<file path="src/rtl/sb_alloc_ctrl.sv">
// Store-buffer allocation/retirement controller: hands out in-order SB IDs, tracks
// committed/speculative/free regions of the circular buffer, sequences drains and flush reclaim.
module sb_alloc_ctrl #(
    parameter int SB_DEPTH     = 16,
    parameter int SB_IDX_WIDTH = $clog2(SB_DEPTH),
    parameter int CNT_WIDTH    = SB_IDX_WIDTH + 1
) (
    input  logic                      clk_i,
    input  logic                      rst_ni,
    input  logic [3:0]                alloc_req_i,
    input  logic                      dispatch_fire_i,
    output logic                      alloc_ready_o,
    output logic [4*SB_IDX_WIDTH-1:0] alloc_id_o,
    input  logic [2:0]                commit_cnt_i,
    output logic                      drain_valid_o,
    output logic [SB_IDX_WIDTH-1:0]   drain_id_o,
    input  logic                      drain_ready_i,
    input  logic                      flush_i,
    output logic [CNT_WIDTH-1:0]      count_o,
    output logic [CNT_WIDTH-1:0]      committed_cnt_o,
    output logic                      full_o,
    output logic                      empty_o,
    output logic                      err_o
);

    localparam int PTR_W = SB_IDX_WIDTH + 1;

    logic [PTR_W-1:0]     head_q, head_d;
    logic [PTR_W-1:0]     commit_q, commit_d;
    logic [PTR_W-1:0]     tail_q, tail_d;
    logic                 err_q, err_d;

    logic [CNT_WIDTH-1:0] occ_s, cmt_s, spec_s, free_s;
    logic [CNT_WIDTH-1:0] req_cnt_s, alloc_n_s, avail_s, commit_in_s;
    logic [PTR_W-1:0]     tail_alloc_s;
    logic [2:0]           req_pop_s;
    logic [2:0]           pre_s;
    logic                 alloc_fire_s, drain_fire_s, over_commit_s;

    function automatic logic [2:0] popcnt4(input logic [3:0] v);
        popcnt4 = {2'b00, v[0]} + {2'b00, v[1]} + {2'b00, v[2]} + {2'b00, v[3]};
    endfunction

    // Region sizes: pointer differences wrap naturally thanks to the extra wrap bit.
    always_comb begin
        occ_s       = tail_q - head_q;
        cmt_s       = commit_q - head_q;
        spec_s      = tail_q - commit_q;
        free_s      = CNT_WIDTH'(SB_DEPTH) - occ_s;
        req_pop_s   = popcnt4(alloc_req_i);
        req_cnt_s   = {{(CNT_WIDTH-3){1'b0}}, req_pop_s};
        commit_in_s = {{(CNT_WIDTH-3){1'b0}}, commit_cnt_i};
    end

    // Per-slot IDs: each requesting slot takes the next ID after the requesting slots below it.
    always_comb begin
        alloc_id_o = '0;
        pre_s      = 3'd0;
        for (int i = 0; i < 4; i++) begin
            if (alloc_req_i[i]) begin
                alloc_id_o[i*SB_IDX_WIDTH +: SB_IDX_WIDTH] = tail_q[SB_IDX_WIDTH-1:0] + SB_IDX_WIDTH'(pre_s);
                pre_s = pre_s + 3'd1;
            end else begin
                alloc_id_o[i*SB_IDX_WIDTH +: SB_IDX_WIDTH] = '0;
            end
        end
    end

    // Readiness uses only current occupancy, so it never loops back through dispatch_fire_i.
    assign alloc_ready_o = (free_s >= req_cnt_s);

    // Next-state pointers: commit may cover same-cycle allocations; flush rewinds tail to commit.
    always_comb begin
        alloc_fire_s  = dispatch_fire_i && !flush_i && alloc_ready_o;
        drain_fire_s  = (cmt_s != '0) && drain_ready_i;
        alloc_n_s     = alloc_fire_s ? req_cnt_s : '0;
        avail_s       = spec_s + alloc_n_s;
        over_commit_s = (commit_in_s > avail_s);
        tail_alloc_s  = tail_q + alloc_n_s;
        if (over_commit_s) begin
            commit_d = tail_alloc_s;
        end else begin
            commit_d = commit_q + commit_in_s;
        end
        if (flush_i) begin
            tail_d = commit_d;
        end else begin
            tail_d = tail_alloc_s;
        end
        if (drain_fire_s) begin
            head_d = head_q + PTR_W'(1'b1);
        end else begin
            head_d = head_q;
        end
        err_d = err_q | over_commit_s;
    end

    // State registers with asynchronous reset to an empty buffer.
    always_ff @(posedge clk_i or negedge rst_ni) begin
        if (!rst_ni) begin
            head_q   <= '0;
            commit_q <= '0;
            tail_q   <= '0;
            err_q    <= 1'b0;
        end else begin
            head_q   <= head_d;
            commit_q <= commit_d;
            tail_q   <= tail_d;
            err_q    <= err_d;
        end
    end

    assign count_o         = occ_s;
    assign committed_cnt_o = cmt_s;
    assign full_o          = (occ_s == CNT_WIDTH'(SB_DEPTH));
    assign empty_o         = (occ_s == '0);
    assign drain_valid_o   = (cmt_s != '0);
    assign drain_id_o      = head_q[SB_IDX_WIDTH-1:0];
    assign err_o           = err_q;

endmodule

</file>
<file path="config.mk">
export PLATFORM = sky130hd
export DESIGN_NAME = sb_alloc_ctrl
export DESIGN_NICKNAME = d
export VERILOG_FILES = /design/src/rtl/sb_alloc_ctrl.sv
export SDC_FILE = /design/constraint.sdc
export NUM_CORES = 1
export LEC_CHECK = 0
export ABC_AREA = 1
export BUFFER_PORTS_ARGS = -buffer_cell sky130_fd_sc_hd__buf_2
export CAP_MARGIN = 40
export CORE_MARGIN = 8
export CORE_UTILIZATION = 60
export CTS_CLUSTER_DIAMETER = 120
export DETAILED_ROUTE_END_ITERATION = 7
export GPL_ROUTABILITY_DRIVEN = 0
export PLACE_DENSITY_LB_ADDON = 0.3
export SYNTH_ARGS = -nofsm -noshare
export SYNTH_HDL_FRONTEND = slang
export SYNTH_SLANG_ARGS = --single-unit
</file>
<file path="constraint.sdc">
create_clock -name clk_i -period 12.7 [get_ports clk_i]
set_clock_uncertainty 0.15 [all_clocks]
set_input_delay 0.635 -clock clk_i [delete_from_list [all_inputs] [get_ports clk_i]]
set_output_delay 0.635 -clock clk_i [all_outputs]
set_load 0.05 [all_outputs]
</file>
==> impl_metrics.ini, run 1 <==
[grt]
grt_pass1_vias = 2096
grt_util_all_layers = 0.177
grt.overflow.total = 0
grt_max_degree = 17
antenna_found_initial = 0
grt_pass1_wl_um = 9050

[worst_setup_path]
crit_family = adder cells
critical_path_class = reg2reg
cp_max_fo = 6
path_common_cell = nand3_1
max_stage_delay_ns = 0.53
cp.depth = 26
end_kind = flip-flop
rrSetupSlack_ns = 7.71
crit_buf_inv = 4
worst_r2r_endpoint = tail_q[2]$_DFF_PN0_
startpoint_type = flip-flop
cp_slowest_cell = dfrtp_1
reg2reg_depth = 26
arrival_ns = 5.03
r2r_start = tail_q[0]$_DFF_PN0_
cp_data_required_time_ns = 12.74
crit_end = tail_q[2]$_DFF_PN0_
crit_start = tail_q[0]$_DFF_PN0_

[timing]
hold_viol = 0
drv_slew = 0
tightest_slew_ns = 0.535
rsz0062_at_grt = false
period_share = 0.393
setup_ws_ns = 7.71
max_freq_ghz = 0.200
finalSetupTns_ns = 0
fin_hold_ws_ns = 0.136
finalSetupViolCount = 0
slew_headroom = 0.643
min_period_ns = 4.99

[layout]
multiInputGateArea_mm2 = 0.00159
finalCoreUtilization = 0.709
fin_nets = 426
most-common-layout-cells = inv_1, nand2_1, buf_2
n_antenna_cell = 0
syn2layout_area_growth_pct = 13.7
final_common_cell = inv_1
nFillCells = 314
regArea_um2 = 400
drive_gt1_frac = 0.155

[floorplan]
start_util = 0.624
die_y_um = 77.9
core_mm2 = 0.00369
ioPinCount = 47
fp.dieArea_mm2 = 0.00607
rows = 22
die_width_um = 77.9

[synth]
synthMuxAreaShare = 0
yosysUniqueCellTypes = 22
synth_fa_ha_area_frac = 0.310
yosys.area_share.simple = 0.251
yosysSeqAreaShare = 0.174
synth_seq_cells = 16
synth_xor_area_frac = 0.0685
synthCells = 316
netlist_area_mm2 = 0.00230
synth_compound_area_frac = 0.0609
synth_top_family_by_area = adder cells
syn-num-nets = 379
syn_avg_cell_area_um2 = 7.28
synth_warnings = 0

[detailed_routing]
wl_um = 5090
via_per_inst = 5.08
ant_nets = 0
first_pass_iters = 4
routedWlPerCell_um = 12.4
drtIter0Drc = 80
vias = 2084
drc = 0

[min_path]
min_path_type = in2async

[clock_network]
htreeDepth = 1
clk_latency_ns = 0.24
cts_tree = built
cts.sink_count = 16
path_clk_slew_ns = 0.06
cts_setup_buffers = 0
hold_buffers = 0
cts_inserted_buffers = 3
cts_buffer_depth = 2
cts_root_buf = clkbuf_8
cts_resized = 0

[placed_design]
post-place-ws_ns = 7.53
portBuffers = 46
dp_hpwl_um = 4410

[job]
maxCapViolCount = 0

[status]
status = finished, final reports clean
[sequential cells by signal, summed over array words and instances, names as in the netlist]
| register | cells |
|---|---|
| head_q | 5 |
| commit_q | 5 |
| tail_q | 5 |
| err_o | 1 |
[worst min path at each step]
stage	start	end	slack [ns]
CTS	rst_ni	tail_q[0]$_DFF_PN0_	0.14
global route	rst_ni	commit_q[3]$_DFF_PN0_	0.15
detailed placement	err_o$_DFF_PN0_	err_o$_DFF_PN0_	0.32
floorplan	rst_ni	commit_q[0]$_DFF_PN0_	0.19
global placement	err_o$_DFF_PN0_	err_o$_DFF_PN0_	0.31
finish	rst_ni	commit_q[3]$_DFF_PN0_	0.14
[synthesized netlist by cell type (all sizes together)]
library cell | n | area share
nor3 | 2 | 0.0044
nand3 | 37 | 0.087
inv | 75 | 0.12
fa | 10 | 0.087
xor2 | 9 | 0.034
a21oi | 14 | 0.030
nand3b | 2 | 0.0065
nand4 | 5 | 0.014
o21ai | 11 | 0.024
or2 | 1 | 0.0027
o211ai | 1 | 0.0033
and2 | 5 | 0.014
ha | 41 | 0.22
xnor2 | 9 | 0.034
nor2 | 6 | 0.011
nand2 | 67 | 0.11
dfrtp | 16 | 0.17
a21o | 1 | 0.0033
buf | 4 | 0.013
[metal layers]
layer / global-route usage / share of wire / up-vias
met4: 0.0444 / 0.0083 / 0
li1: - / - / 1088
met3: 0.0323 / 0.054 / 4
met2: 0.306 / 0.49 / 40
met5: 0 / 0 / -
met1: 0.221 / 0.44 / 952
[cell families after synthesis]
logic type                 count (synthesis)
adders and majority gates                 51
xor gates and xnor gates                  18
and+or+nand+nor                          125
AOI/OAI and AO/OA                         27
DFF                                       16
buffers and inverters                     79
[layout make-up]
cell class | instances | share of cell area
Clock buffer | 4 | 0.0210
Inverter | 75 | 0.108
Multi-Input combinational cell | 221 | 0.607
Sequential cell | 16 | 0.153
Tap cell | 48 | 0.0230
Timing Repair Buffer | 46 | 0.0880
[through the flow]
| stage | std cells | area [µm²] |
|---|---|---|
| 2_1_floorplan | 316 | 2300 |
| 3_3_place_gp | 406 | 2560 |
| 3_5_place_dp | 406 | 2560 |
| 6_report | 410 | 2620 |
| 4_1_cts | 410 | 2620 |
| 5_1_grt | 410 | 2620 |
Power of run 1 is not shown: default switching activity piles up to over one toggle a cycle in this logic, so the estimate is an artifact.
==> inputs of run 2 (changes only) <==
--- a/config.mk
+++ b/config.mk
@@ -9,7 +9,7 @@
 export BUFFER_PORTS_ARGS = -buffer_cell sky130_fd_sc_hd__buf_2
 export CAP_MARGIN = 40
 export CORE_MARGIN = 8
-export CORE_UTILIZATION = 60
+export CORE_UTILIZATION = 51
 export CTS_CLUSTER_DIAMETER = 120
 export DETAILED_ROUTE_END_ITERATION = 7
 export GPL_ROUTABILITY_DRIVEN = 0
==> constraint.sdc (replaced) <==
create_clock -name clk_i -period 4 [get_ports clk_i]
set_clock_uncertainty 0.15 [all_clocks]
set_input_delay 0.2 -clock clk_i [delete_from_list [all_inputs] [get_ports clk_i]]
set_output_delay 0.2 -clock clk_i [all_outputs]
set_load 0.05 [all_outputs]
==> run 2 against run 1 <==
Worst setup slack worse by 8.3 ns. Critical endpoint is now commit_q[1]$_DFF_PN0_. The flow now finishes with violations (setup timing). Sequential cell count did not move. Register-to-register slack got worse by 8.3 ns.
==> impl_metrics.ini, run 2 (same netlist as run 1, synthesis figures left out) <==
[worst_setup_path]
end_kind = flip-flop
crit_family = adder cells
cp_data_required_time_ns = 4.04
cp_slowest_cell = fa_2
crit_buf_inv = 5
crit_chain = inv_2 > ha_4 > inv_2 > fa_2 > inv_2 > ha_4 > xor2_1 > inv_1 > ha_4 > a21oi_4 > nand3_4 > nand3_4 > fa_1 > inv_2 > fa_2 > xnor2_2 > ha_1 > nand2_1 > nand3_2 > nand2_2 > nor2_4 > nand3_4 > nand2_2 > and2_4
arrival_ns = 4.59
cp_max_fo = 6
path_common_cell = inv_2
startpoint_type = flip-flop
max_stage_delay_ns = 0.53
critical_path_class = reg2reg

[placed_design]
dp_hpwl_um = 4820
portBuffers = 46
placed_cell_area_mm2 = 0.00293

[layout]
final_common_cell = inv_1
nFillCells = 312
syn2layout_area_growth_pct = 39.0
final_area_mm2 = 0.00320
drive_gt1_frac = 0.332
most-common-layout-cells = inv_1, nand2_1, buf_2
n_antenna_cell = 0
largestRegisters = commit_q x5, head_q x5, tail_q x5
fin_nets = 471

[timing]
period_share = 1.14
drv_slew = 0
finalSetupViolCount = 11
slew_headroom = 0.651
setup_ws_ns = -0.546
fin_hold_ws_ns = 0.125
tightest_slew_ns = 0.522
rsz0062_at_grt = true
max_freq_ghz = 0.220
hold_viol = 0
min_period_ns = 4.55

[clock_network]
cts.sink_count = 16
path_clk_slew_ns = 0.06
clk_latency_ns = 0.25
cts_buffer_depth = 2
cts_inserted_buffers = 3
htreeDepth = 1
cts_root_buf = clkbuf_8
cts_tree = built

[grt]
antenna_found_initial = 0
grt.overflow.total = 0
grt_pass1_vias = 2263
grt_max_degree = 17
grt_util_all_layers = 0.170
grt_pass1_wl_um = 10200

[floorplan]
start_util = 0.528
core_mm2 = 0.00435
rows = 24
die_width_um = 83.2
die_y_um = 83.2
ioPinCount = 47
fp.dieArea_mm2 = 0.00692

[detailed_routing]
wl_um = 6370
vias = 2354
drtIter0Drc = 139
first_pass_iters = 5
drc = 0
routedWlPerCell_um = 13.9
via_per_inst = 5.13
ant_nets = 0

[min_path]
min_path_type = in2reg

[status]
status = complete, but fails checks
violations = setup timing

[job]
maxCapViolCount = 0
==> run 2: layer usage <==
layer  part of all wire  up-vias  track usage
met5                  0        -            0
met4              0.011        0       0.0240
met3              0.048        8       0.0332
met2               0.52       52        0.307
met1               0.42     1115        0.205
li1                   -     1179            -
==> run 2: area by class of cell <==
| cell class | count | area [µm²] | share of cell area |
|---|---|---|---|
| clock buffers | 4 | 55.1 | 0.0172 |
| inverters | 75 | 282 | 0.0880 |
| multi-input cells | 221 | 1830 | 0.571 |
| flip-flops and latches | 16 | 400 | 0.125 |
| well taps | 52 | 65.1 | 0.0203 |
| repair buffers | 91 | 571 | 0.178 |
==> run 2: repair_timing <==
item	CTS	global route
hold endpoints to repair	16	0
pin swaps	26	3
resized for setup	14	15
setup endpoints to repair	11	11
setup buffers	2	4
hold buffers	1	0
==> run 2: worst min-delay path: stages <==
cell     delay (ns)
buf_2          0.15
nand3_1        0.09
nand2_1        0.05
==> run 2: worst paths after layout <==
check,from,to,slack (ns),cells past startpoint
max,tail_q[0]$_DFF_PN0_,commit_q[1]$_DFF_PN0_,-0.55,24
min,drain_ready_i,head_q[3]$_DFFE_PN0P_,0.13,3
max reg2reg,tail_q[0]$_DFF_PN0_,commit_q[1]$_DFF_PN0_,-0.55,24
min reg2reg,err_o$_DFF_PN0_,err_o$_DFF_PN0_,0.33,2
max in group asynchronous,rst_ni,head_q[3]$_DFFE_PN0P_,3.20,2
min in group asynchronous,rst_ni,commit_q[2]$_DFF_PN0_,0.24,2
==> run 2: metrics by stage <==
stage	utilization	cells	setup TNS, ns	worst slack [ns]
floorplan	-	316	-8.58	-0.793
global placement	0.672	448	-5.20	-0.494
detailed placement	0.672	448	-6.04	-0.575
CTS	0.705	455	-4.72	-0.487
global route	0.735	459	-7.28	-0.694
finish	0.735	459	-5.76	-0.546
Power of run 2 is left out for the same reason.
